--- config.mk ---
export PLATFORM = sky130hd
export DESIGN_NAME = gamepad_reader
export DESIGN_NICKNAME = d
export VERILOG_FILES = /design/src/rtl/gamepad_reader.sv
export SDC_FILE = /design/constraint.sdc
export NUM_CORES = 1
export LEC_CHECK = 0
export CAP_MARGIN = 30
export CORE_MARGIN = 3
export CORE_UTILIZATION = 40
export DETAILED_ROUTE_END_ITERATION = 8
export GPL_TIMING_DRIVEN = 0
export SYNTH_ARGS = -nofsm -noshare
export SYNTH_HDL_FRONTEND = slang
export SYNTH_SLANG_ARGS = --single-unit
--- constraint.sdc ---
create_clock -name frame_clk -period 3.15 [get_ports frame_clk]
set_input_delay 0.63 -clock frame_clk [delete_from_list [all_inputs] [get_ports frame_clk]]
set_output_delay 0.63 -clock frame_clk [all_outputs]
set_load 0.02 [all_outputs]
--- src/rtl/gamepad_reader.sv ---
// gamepad_reader: NES-style serial pad scanner.
// Publishes a registered, conflict-free 8-button snapshot per poll.
module gamepad_reader #(
  parameter int CLK_DIV = 4
) (
  input  logic frame_clk,
  input  logic rst,
  input  logic poll,
  input  logic pad_data,
  output logic pad_latch,
  output logic pad_clk,
  output logic A,
  output logic B,
  output logic select,
  output logic start,
  output logic up,
  output logic down,
  output logic left,
  output logic right,
  output logic valid,
  output logic busy
);

  localparam int DW = $clog2(2 * CLK_DIV);
  localparam logic [DW-1:0] LATCH_END = DW'(2 * CLK_DIV - 1);
  localparam logic [DW-1:0] PHASE_END = DW'(CLK_DIV - 1);

  typedef enum logic [2:0] {
    IDLE,
    LATCH,
    LOW,
    HIGH,
    DONE
  } state_t;

  state_t        state;
  logic [DW-1:0] div;
  logic [2:0]    idx;
  logic [7:0]    shift;
  logic          sync1;
  logic          sync2;
  logic [7:0]    cap;
  logic [7:0]    pub;

  // Shift contents including the bit being sampled now, then conflict-filtered.
  always_comb begin
    cap      = shift;
    cap[idx] = ~sync2;
    pub      = cap;
    if (cap[4] && cap[5]) pub[5:4] = 2'b00;
    if (cap[6] && cap[7]) pub[7:6] = 2'b00;
  end

  // Two-flop synchronizer; idles high so a floating line reads released.
  always_ff @(posedge frame_clk or posedge rst) begin
    if (rst) begin
      sync1 <= 1'b1;
      sync2 <= 1'b1;
    end else begin
      sync1 <= pad_data;
      sync2 <= sync1;
    end
  end

  // Scan FSM; every output is registered alongside the state change.
  always_ff @(posedge frame_clk or posedge rst) begin
    if (rst) begin
      state     <= IDLE;
      div       <= '0;
      idx       <= '0;
      shift     <= '0;
      pad_latch <= 1'b0;
      pad_clk   <= 1'b0;
      valid     <= 1'b0;
      busy      <= 1'b0;
      {right, left, down, up, start, select, B, A} <= 8'h00;
    end else begin
      valid <= 1'b0;
      unique case (state)
        IDLE: begin
          div <= '0;
          if (poll) begin
            state     <= LATCH;
            pad_latch <= 1'b1;
            busy      <= 1'b1;
          end
        end
        LATCH: begin
          if (div == LATCH_END) begin
            div       <= '0;
            state     <= LOW;
            pad_latch <= 1'b0;
          end else begin
            div <= div + DW'(1);
          end
        end
        LOW: begin
          if (div == PHASE_END) begin
            div   <= '0;
            shift <= cap;
            if (idx == 3'd7) begin
              state <= DONE;
              valid <= 1'b1;
              {right, left, down, up, start, select, B, A} <= pub;
            end else begin
              state   <= HIGH;
              pad_clk <= 1'b1;
            end
          end else begin
            div <= div + DW'(1);
          end
        end
        HIGH: begin
          if (div == PHASE_END) begin
            div     <= '0;
            idx     <= idx + 3'd1;
            state   <= LOW;
            pad_clk <= 1'b0;
          end else begin
            div <= div + DW'(1);
          end
        end
        DONE: begin
          div   <= '0;
          idx   <= '0;
          state <= IDLE;
          busy  <= 1'b0;
        end
        default: begin
          state     <= IDLE;
          div       <= '0;
          idx       <= '0;
          pad_latch <= 1'b0;
          pad_clk   <= 1'b0;
          busy      <= 1'b0;
        end
      endcase
    end
  end

endmodule

## Word level (Yosys, flattened, before mapping)

Index checks and enable logic that the tools add are counted.

| cells by class | value |
|---|---|
| add/subtract/negate cells | 2 |
| order comparisons | 2 |
| eq/ne operators | 12 |
| multiplexer cells | 27 |
| bitwise gates (word level) | 5 |
| reduce and logical (&&, ||, !) cells | 16 |

Operators by type and width:

| operator | count |
|---|---|
| 3-bit two-way mux | 8 |
| 3-bit one-hot mux with 2 select lines | 2 |
| 3-bit one-hot mux with 4 select lines | 1 |
| 3-bit OR reduction | 4 |
| 2-bit != test (second input constant) | 5 |
| 3-bit by 2-bit == test with 1-bit output (second input constant) | 3 |
| 3-bit == test (second input constant) | 3 |
| 1-bit two-way mux | 9 |
| 8-bit bitwise mux | 1 |
| 4-bit AND reduction | 2 |
| 3-bit by 1-bit adder with 3-bit output (second input constant) | 2 |
| 1-bit one-hot mux with 3 select lines | 2 |
| 2-bit AND reduction | 3 |
| 3-bit AND reduction | 2 |
| 1-bit NOT | 5 |
| 3-bit by 4-bit less-than comparator with 1-bit output (second input constant) | 1 |
| 2-bit two-way mux | 2 |
| 1-bit demux with 3-bit select | 1 |
| 3-bit by 1-bit == test with 1-bit output (second input constant) | 1 |
| 3-bit by 1-bit >= comparator with 1-bit output (second input constant) | 1 |
| 1-bit logical AND | 3 |
| 3-bit logical NOT | 1 |
| 1-bit one-hot mux with 2 select lines | 1 |
| 2-bit OR reduction | 1 |

| storage, ports and cells | value |
|---|---|
| register bits after elaboration | 31 |
| input bits | 4 |
| output and inout bits | 12 |
| word-level logic and storage cells | 82 |

## Depth between registers and ports, before layout

Gate-level depths: netlist (run 1).

| depth | value |
|---|---|
| word-level depth | 7 |
| gate-level depth with buffers | 6 |
| mapped depth without buffers | 5 |

## Worst setup path before layout (run 1)

Ideal clock, no wire load.

| timing | value |
|---|---|
| path kind | register to register |
| start | register state[0] |
| end | register shift[0] |
| library setup time | 0.125 ns |
| data arrival time | 1.611 ns |
| required time | 3.025 ns |
| path slack | 1.415 ns |
| cell stages (with the launch flop) | 6 |
| path buffers | 2 |
| clock period less this slack | 1.735 ns |
| cells stage by stage | dfrtp_1 > buf_6 > or3b_1 > buf_2 > nor2_2 > mux2_2 |

| on the way | value |
|---|---|
| longest elaborated chain between the ends | 2 |

Ends and longest elaborated chain:

| item | line | source |
|---|---|---|
| from (decl) | 36 | `state_t state;` |
| from (signal assigned) | 68 | `state <= IDLE;` |
| from (signal assigned) | 83 | `state <= LATCH;` |
| from (signal assigned) | 91 | `state <= LOW;` |
| 3-bit by 2-bit == test with 1-bit output | 79 | `unique case (state)` |
| 2-bit AND reduction (no line) | n/a |  |
| to (signal assigned) | 100 | `shift <= cap;` |
| to (decl) | 39 | `logic [7:0] shift;` |

Every way passes these cells.
A chain may end at the register's enable or synchronous reset.

## Worst setup path after layout (run 1)

Same ends and word-level chain as after synthesis.

==> run_results.csv, run 1 <==
group,metric,value,unit
power_and_ir_drop,seq_power_share,37.5,%
placement,dp_hpwl,1.93,mm
cts,clock_path_buffers,2,
placement,io_buffers,15,
power_and_ir_drop,p_leak,0.000852,uW
cts,tritoncts,"yes",
cts,postCtsSetupRepairBufs,0,
cells_and_area,n_antenna_cell,0,
power_and_ir_drop,ir_drop,373,uV
die,start_util,43.6,%
timing,worstMarginPinSlew,439,ps
setup_path,r2r_slack,1230,ps
detailed_routing,firstDrtPassIters,4,
setup_path,r2r_cells,5,
setup_path,cp-start-kind,"flop",
synth,yosysWarnings,0,
cells_and_area,final_common_cell,"dfrtp_1",
synth,synth-seq-cells,31,
global_route,antenna_found_initial,0,
cts,h-tree-depth,2,
global_route,grt_pass1_wl,4.63,mm
timing,timing.fmax,521,MHz
detailed_routing,drtAntennaViolNets,0,
global_route,grt_usage,13.9,%
power_and_ir_drop,internal_power,991,uW
cells_and_area,layout.cells.non_filler,199,
power_and_ir_drop,power_density,826,nW/um^2
setup_path,cp-end-kind,"flop",
timing,final-hold-violation-count,0,
flow_run,cap_viol_max_count,0,
cells_and_area,drive_gt1_share,19.6,%
die,io_pins,16,
setup_path,crit_start,"state[0]",
power_and_ir_drop,switching_share,35.0,%
cts,cts.sinks,31,
timing,period_share,60.9,%
cts,numCtsBuffers,5,
cts,ctsResizeCount,0,
timing,maxSlewHeadroom,70.7,%
cells_and_area,final_cell_mix,"dfrtp_1 (29), clkdlybuf4s50_1 (15), mux2_2 (11), nor2_1 (8), inv_1 (8)",
timing,finalSetupTns,0,ps
synth,avgSynthCellArea,11.7,sq um
status,status,"complete, no violations",
hold_path,hold_class,"flop to flop",
detailed_routing,via_count,1030,
global_route,grt_start_max_net_pins,25,
cells_and_area,fin_nets,163,
detailed_routing,wl_per_cell,13.6,microns
setup_path,critPathMaxFanout,10,
synth,syn_area,1530,sq um
setup_path,critPathArrivalTime,2090,ps
die,die_h,67.8,microns
placement,gp_congestion,0.750,
timing,clock_skew,10.4,ps
cells_and_area,area_delta_synth_final,21.2,%
cts,hold_buffers,0,
timing,drv_slew,0,
power_and_ir_drop,comb_power_share,42.0,%
placement,place_inst,192,
cts,root_buffer,"clkbuf_8",
synth,syn_nets,140,
cts,cts.clk_slew.worst_paths,60,ps
setup_path,critPathRequiredTime,3320,ps
global_route,grt_pass1_vias,1004,
synth,yosysSeqAreaShare,51.0,%
power_and_ir_drop,p_switching,535,uW
timing,rsz0062_at_grt,"no",
setup_path,reg2reg_to,"shift[0]",
die,die_area,4590,sq um
setup_path,critPathCapture,"shift[0]",
power_and_ir_drop,clockPowerShare,20.4,%
global_route,grt.overflow.total,0,
cells_and_area,fillers,324,
die,core,3490,sq um
detailed_routing,drtIter0Drc,78,
die,chipWidth,67.8,microns
detailed_routing,drt_wl_total,2.70,mm
setup_path,rr_startpoint,"state[0]",
synth,synth.distinct_cells,35,
timing,fin_crit,1920,ps
synth,synth_cells,130,
timing,setup_viol,0,
cts,insertion_delay,280,ps
detailed_routing,drcViolationCount,0,
die,rows,21,
detailed_routing,via_per_inst,5.18,
setup_path,critPathKind,"flop to flop",
-- power groups by stage --
stage,Combinational [uW],Clock (uW),Sequential (uW)
5_1_grt,727,338,587
6_report,642,312,573
3_5_place_dp,651,0,582
3_3_place_gp,632,0,575
4_1_cts,653,321,574
2_1_floorplan,449,0,607
-- state kept, by name, summed over array words and instances, names as in the netlist, 3 cells and up --
name / count
shift: 8
idx: 3
state: 3
div: 3
-- layer usage --
metal / global-route usage, % / vias up / wire length, microns
li1: - / 509 / -
met1: 17.5 / 493 / 1250
met2: 21.1 / 22 / 1270
met3: 5.16 / 6 / 119
met4: 6.08 / 0 / 51
met5: 0 / - / 0
-- metrics by stage --
stage,setup WS (ps),hold slack (ps),power (uW),util [%],area [sq um]
CTS,1220,356,1550,52.9,1850
global placement,1100,346,1210,49.6,1730
finish,1230,354,1530,52.9,1850
floorplan,1410,345,1060,-,1530
global route,1140,357,1650,52.9,1850
detailed placement,1230,347,1230,50.4,1760
-- worst min-delay path by stage --
stage | startpoint | endpoint | slack, ps | cells past startpoint
2_1_floorplan | sync1 | sync2 | 350 | 0
3_3_place_gp | sync1 | sync2 | 350 | 0
3_5_place_dp | sync1 | sync2 | 350 | 0
4_1_cts | sync1 | sync2 | 360 | 0
5_1_grt | sync1 | sync2 | 360 | 0
6_report | sync1 | sync2 | 350 | 0
-- cells by family after synthesis --
logic type	after synthesis	synth area share, %
buffers and inverters	17	5.25
multiplexers	19	14.7
flip-flops	31	51.0
AND/OR/NAND/NOR	29	10.9
XOR/XNOR	2	1.15
AO/OA/AOI/OAI	26	12.1
adder cells (fa/ha/maj)	6	4.92
-- layout make-up --
type | count | area [sq um] | area share [%]
tap | 46 | 57.6 | 3.11
clock inverter | 1 | 5.00 | 0.271
multi-input combinational | 82 | 667 | 36.1
timing repair buffer | 16 | 178 | 9.61
sequential | 31 | 778 | 42.1
clock buffer | 6 | 82.6 | 4.47
buffer | 9 | 50.0 | 2.71
inverter | 8 | 30.0 | 1.62
-- cells in the mapped netlist (all sizes together) --
cell	instances	area (sq um)
o21ai	5	25.0
a22oi	1	7.51
or3b	1	8.76
o31a	2	17.5
buf	4	31.3
o31ai	5	37.5
or3	1	6.26
a21o	1	7.51
mux2	15	184
dfrtp	29	726
nand4b	1	8.76
a21oi	3	15.0
xor2	2	17.5
dfstp	2	52.6
nor3b	5	37.5
clkbuf	5	18.8
nand3b	3	22.5
or2	1	6.26
nor3	2	10.0
nand2	3	11.3
nor2b	2	12.5
nor2	9	36.3
inv	8	30.0
a311oi	2	17.5
mux2i	4	40.0
o211ai	2	15.0
a41oi	1	8.76
a31oi	2	12.5
a41o	2	20.0
nand2b	1	6.26
ha	6	75.1
-- critical path, stage by stage, from the launching register on --
cell and delay, ps:
dfrtp_1 370, buf_6 130, or3b_1 380, buf_2 190, nor2_2 350, mux2_2 380
Power figures use the tool's default switching activity.
==> run 2, diff against run 1 <==
==> constraint.sdc (replaced) <==
create_clock -name frame_clk -period 1.7 [get_ports frame_clk]
set_input_delay 0.34 -clock frame_clk [delete_from_list [all_inputs] [get_ports frame_clk]]
set_output_delay 0.34 -clock frame_clk [all_outputs]
set_load 0.02 [all_outputs]
==> run_results.csv, run 2 (same netlist as run 1, synthesis figures left out) <==
group,metric,value,unit
detailed_routing,via_count,1053,
global_route,grt_pass1_wl,5.08,mm
cells_and_area,layout.cells.non_filler,204,
flow_run,cap_viol_max_count,0,
cells_and_area,largest_register,"shift",
global_route,antenna_found_initial,0,
timing,timing.fmax,579,MHz
cts,hold_buffers,0,
setup_path,rr_startpoint,"state[2]",
timing,fin_crit,1730,ps
detailed_routing,wl_per_cell,14.7,microns
cells_and_area,final_cell_mix,"dfrtp_1 (28), clkdlybuf4s50_1 (15), nor2_1 (8), mux2_2 (8)",
die,rows,21,
status,status,"finished, violations left",
timing,drv_slew,0,
setup_path,critPathMaxFanout,7,
timing,clock_skew,4.07,ps
die,io_pins,16,
setup_path,r2r_cells,4,
timing,maxSlewHeadroom,60.5,%
cts,cts.sinks,31,
hold_path,hold_path_startpoint,"sync1",
power_and_ir_drop,power_density,1570,nW/um^2
setup_path,cp-start-kind,"flop",
cells_and_area,n_antenna_cell,0,
detailed_routing,route.met2.wl,1.49,mm
timing,rsz0062_at_grt,"yes",
setup_path,crit_family,"simple AND/OR/NAND/NOR gates",
cells_and_area,largest_reg_flops,8,
cts,h-tree-depth,2,
placement,pre_cts_ws,-141,ps
cts,insertion_delay,280,ps
timing,hold_slack,355,ps
placement,gp_congestion,0.815,
die,core,3490,sq um
cells_and_area,fin_nets,168,
cts,root_buffer,"clkbuf_8",
setup_path,critPathArrivalTime,1890,ps
detailed_routing,met1_length,1.35,mm
timing,worstMarginPinSlew,592,ps
hold_path,hold_class,"flop to flop",
detailed_routing,drcViolationCount,0,
placement,placed_cell_area,1770,sq um
cts,clock_path_buffers,2,
cells_and_area,design_area,1960,sq um
global_route,grt_usage,15.3,%
detailed_routing,drt_wl_total,3.01,mm
detailed_routing,via_per_inst,5.16,
hold_path,hold-path-endpoint,"sync2",
detailed_routing,drtAntennaViolNets,0,
cts,cts.clk_slew.worst_paths,60,ps
hold_path,whs_path_depth,0,
power_and_ir_drop,p_leak,0.000896,uW
timing,setup_viol,4,
detailed_routing,drtIter0Drc,71,
setup_path,cp-end-kind,"flop",
global_route,grt_pass1_vias,1061,
setup_path,r2r_slack,-30,ps
setup_path,cp_num_buf_inv,1,
placement,place_inst,192,
status,violations,"setup timing",
die,die_h,67.8,microns
setup_path,critPathKind,"flop to flop",
placement,io_buffers,15,
cells_and_area,drive_gt1_share,29.1,%
cts,tritoncts,"yes",
power_and_ir_drop,ir_drop,705,uV
detailed_routing,maxUsedRoutingLayer,"met4",
setup_path,slowest_stage,"or3b_4",
die,chipWidth,67.8,microns
setup_path,reg2reg_to,"select",
placement,dp_hpwl,2.07,mm
global_route,grt.overflow.total,0,
setup_path,crit_chain,"or3b_4 > or3_1 > buf_6 > mux2_4",
detailed_routing,wl_met3,115,microns
die,die_area,4590,sq um
cells_and_area,final_common_cell,"dfrtp_1",
die,start_util,43.6,%
setup_path,critPathRequiredTime,1860,ps
timing,setup_slack,-27.1,ps
timing,final-hold-violation-count,0,
cts,numCtsBuffers,5,
global_route,grt_start_max_net_pins,20,
cells_and_area,area_delta_synth_final,28.5,%
timing,period_share,102,%
detailed_routing,firstDrtPassIters,4,
setup_path,slowest_delay,400,ps
run 2: cell types whose count changed in the layout (fill, tap and decap cells not counted), moves of 2 or more:
| cell | before | now |
|---|---|---|
| ha_4 | 0 | 2 |
| clkbuf_2 | 0 | 3 |
| clkbuf_1 | 5 | 1 |
| mux2_4 | 4 | 7 |
| ha_1 | 6 | 3 |
| buf_4 | 0 | 6 |
| mux2_2 | 11 | 8 |
run 2: area by class of cell:
cell class,instances,area [sq um]
fill,301,1530
sequential,31,779
multi-input combinational,82,718
timing repair buffer,22,235
clock buffer,6,82.6
tap,46,57.6
buffer,8,52.6
inverter,8,30.0
clock inverter,1,5.00
run 2: power by group:
| part | internal (uW) | switching [uW] | total, uW |
|---|---|---|---|
| Clock | 317 | 258 | 575 |
| Sequential | 952 | 133 | 1080 |
| Combinational | 733 | 690 | 1420 |
| Total | 2000 | 1080 | 3080 |
run 2: layer usage:
metal | up-vias | track usage (%)
li1 | 518 | -
met5 | - | 0
met4 | 0 | 6.84
met2 | 21 | 24.2
met1 | 509 | 19.0
met3 | 5 | 4.66
run 2: worst max path at each step:
stage | endpoint | slack, ps | startpoint | cells after the start
3_5_place_dp | select | -140 | div[0] | 6
4_1_cts | B | -60 | state[0] | 5
2_1_floorplan | A | -10 | state[0] | 5
3_3_place_gp | B | -120 | idx[0] | 6
5_1_grt | select | -60 | state[2] | 4
6_report | select | -30 | state[2] | 4
run 2: per-stage QoR:
| step | setup TNS [ps] | power (uW) | utilization, % |
|---|---|---|---|
| 4_1_cts | -377 | 3050 | 54.9 |
| 6_report | -96.8 | 3080 | 56.1 |
| 5_1_grt | -245 | 3320 | 56.1 |
| 3_5_place_dp | -1120 | 2320 | 50.6 |
| 3_3_place_gp | -2860 | 2250 | 49.8 |
| 2_1_floorplan | -41.2 | 1970 | - |
run 2: what timing repair did:
action	in CTS	in global routing
pin swaps	2	3
setup buffers	3	3
resized for setup	9	13
endpoints found under the setup margin	12	13
==> run 3, diff against run 2 <==
--- a/config.mk
+++ b/config.mk
@@ -6,8 +6,10 @@
 export NUM_CORES = 1
 export LEC_CHECK = 0
 export CAP_MARGIN = 30
+export CORE_ASPECT_RATIO = 0.6
 export CORE_MARGIN = 3
 export CORE_UTILIZATION = 40
+export CTS_BUF_LIST = sky130_fd_sc_hd__clkbuf_4
 export DETAILED_ROUTE_END_ITERATION = 8
 export GPL_TIMING_DRIVEN = 0
 export SYNTH_ARGS = -nofsm -noshare
==> run_results.csv, run 3 (same netlist as run 1, synthesis figures left out) <==
group,metric,value,unit
timing,period_share,98.9,%
timing,fin_crit,1680,ps
placement,gp_congestion,0.803,
cts,clock_path_buffers,2,
cells_and_area,final_common_cell,"dfrtp_1",
placement,placed_cell_area,1770,sq um
power_and_ir_drop,power_density,1560,nW/um^2
power_and_ir_drop,p_leak,0.000966,uW
setup_path,critPathMaxFanout,7,
die,io_pins,16,
setup_path,r2r_slack,20,ps
cts,tritoncts,"yes",
cells_and_area,fin_nets,175,
placement,dp_hpwl,2.22,mm
power_and_ir_drop,ir_drop,779,uV
power_and_ir_drop,fin_total_pwr,3120,uW
cts,root_buffer,"clkbuf_4",
detailed_routing,via_count,1124,
setup_path,critPathArrivalTime,1900,ps
global_route,grt_pass1_vias,1126,
placement,io_buffers,15,
timing,rsz0062_at_grt,"yes",
cells_and_area,n_antenna_cell,0,
global_route,grt_usage,16.5,%
timing,setup_viol,0,
setup_path,slowest_delay,470,ps
detailed_routing,via_per_inst,5.33,
detailed_routing,drtAntennaViolNets,0,
power_and_ir_drop,comb_power_share,51.3,%
placement,pre_cts_ws,-194,ps
global_route,grt_pass1_wl,5.58,mm
setup_path,critPathRequiredTime,1920,ps
cts,insertion_delay,330,ps
detailed_routing,drtIter0Drc,24,
timing,worstMarginPinSlew,611,ps
timing,drv_slew,0,
detailed_routing,drt_wl_total,3.34,mm
timing,maxSlewHeadroom,59.2,%
flow_run,cap_viol_max_count,0,
cts,numCtsBuffers,5,
setup_path,critPathCapture,"A",
timing,hold_slack,363,ps
die,chipWidth,85.7,microns
cells_and_area,drive_gt1_share,31.9,%
cells_and_area,area_delta_synth_final,31.0,%
setup_path,r2r_cells,3,
cts,h-tree-depth,2,
setup_path,cp-start-kind,"flop",
power_and_ir_drop,switching_share,36.8,%
cells_and_area,final_cell_mix,"dfrtp_1 (29), buf_4 (13), clkdlybuf4s50_1 (12), mux2_4 (9), nor2_1 (8)",
global_route,antenna_found_initial,0,
setup_path,critPathKind,"flop to flop",
power_and_ir_drop,internal_power,1970,uW
hold_path,hold_class,"flop to flop",
setup_path,reg2reg_to,"A",
die,die_h,53.8,microns
timing,final-hold-violation-count,0,
status,status,"complete, no violations",
cells_and_area,largest_reg_flops,8,
cells_and_area,largest_register,"shift",
cts,cts.clk_slew.worst_paths,110,ps
setup_path,slowest_stage,"or3_4",
global_route,grt.overflow.total,0,
setup_path,crit_start,"state[2]",
global_route,grt_start_max_net_pins,19,
power_and_ir_drop,p_switching,1150,uW
detailed_routing,drcViolationCount,0,
setup_path,cp-end-kind,"flop",
power_and_ir_drop,seq_power_share,34.4,%
die,start_util,44.3,%
die,rows,16,
power_and_ir_drop,clockPowerShare,14.3,%
timing,setup_slack,19.0,ps
detailed_routing,wl_per_cell,15.8,microns
cts,cts.sinks,31,
timing,clock_skew,14.4,ps
cells_and_area,design_area,2000,sq um
detailed_routing,firstDrtPassIters,4,
die,core,3440,sq um
timing,timing.fmax,595,MHz
setup_path,crit_chain,"or3b_4 > or3_4 > mux2_4",
setup_path,rr_startpoint,"state[2]",
die,die_area,4610,sq um
[run 3: cell types whose count changed in the layout (fill, tap and decap cells not counted), moves of 2 or more]
cell	delta
buf_4	+7
clkbuf_4	+7
clkbuf_8	-6
clkdlybuf4s50_1	-3
dlymetal6s2s_1	+3
mux2_2	-2
mux2_4	+2
[run 3: power by group through the flow]
stage               Combinational [uW]  Clock [uW]  Sequential [uW]
global route                      1750         501             1100
CTS                               1530         459             1080
global placement                  1210           0             1070
finish                            1600         447             1070
floorplan                          845           0             1120
detailed placement                1260           0             1080
[run 3: metal layers]
layer | share of wire [%] | vias up | GRT usage, %
li1 | - | 534 | -
met1 | 52 | 566 | 22.8
met2 | 43 | 22 | 24.4
met3 | 4.4 | 2 | 6.12
met4 | 0.36 | 0 | 4.74
met5 | 0 | - | 0
[run 3: through the flow]
stage	std cells	TNS, ps	utilization (%)
after floorplan	130	-41.2	-
after global placement	190	-3190	50.5
after detailed placement	191	-1580	51.3
after CTS	206	-204	56.6
after global routing	211	-93.8	58.0
final	211	0	58.0
[run 3: how the worst min path moves through the flow]
stage | from | end | cells after the start
after floorplan | pad_data | sync1 | 0
after global placement | sync1 | sync2 | 0
after detailed placement | sync1 | sync2 | 0
after CTS | sync1 | sync2 | 0
after global routing | sync1 | sync2 | 0
final | sync1 | sync2 | 0
[run 3: area by class of cell]
class | instances | area [sq um]
well taps | 45 | 56.3
inverters | 8 | 32.5
multi-input cells | 82 | 726
plain buffers | 7 | 45.0
clock inverters | 1 | 5.00
clock buffers | 7 | 52.6
repair buffers | 30 | 303
flip-flops and latches | 31 | 778
fillers | 296 | 1450
[run 3: critical path, delay by kind of cell, from the launching register on]
family           cells  cell delay, ps
and+or+nand+nor      2             870
muxes                1             320
DFF                  1             390
[run 3: what timing repair did]
item                       4_1_cts  5_1_grt
pin swaps                        2        5
setup endpoints to repair       12       16
gates resized for setup         18        7
hold endpoints to repair         0        0
setup buffers                    7        7
hold buffers                     0        0
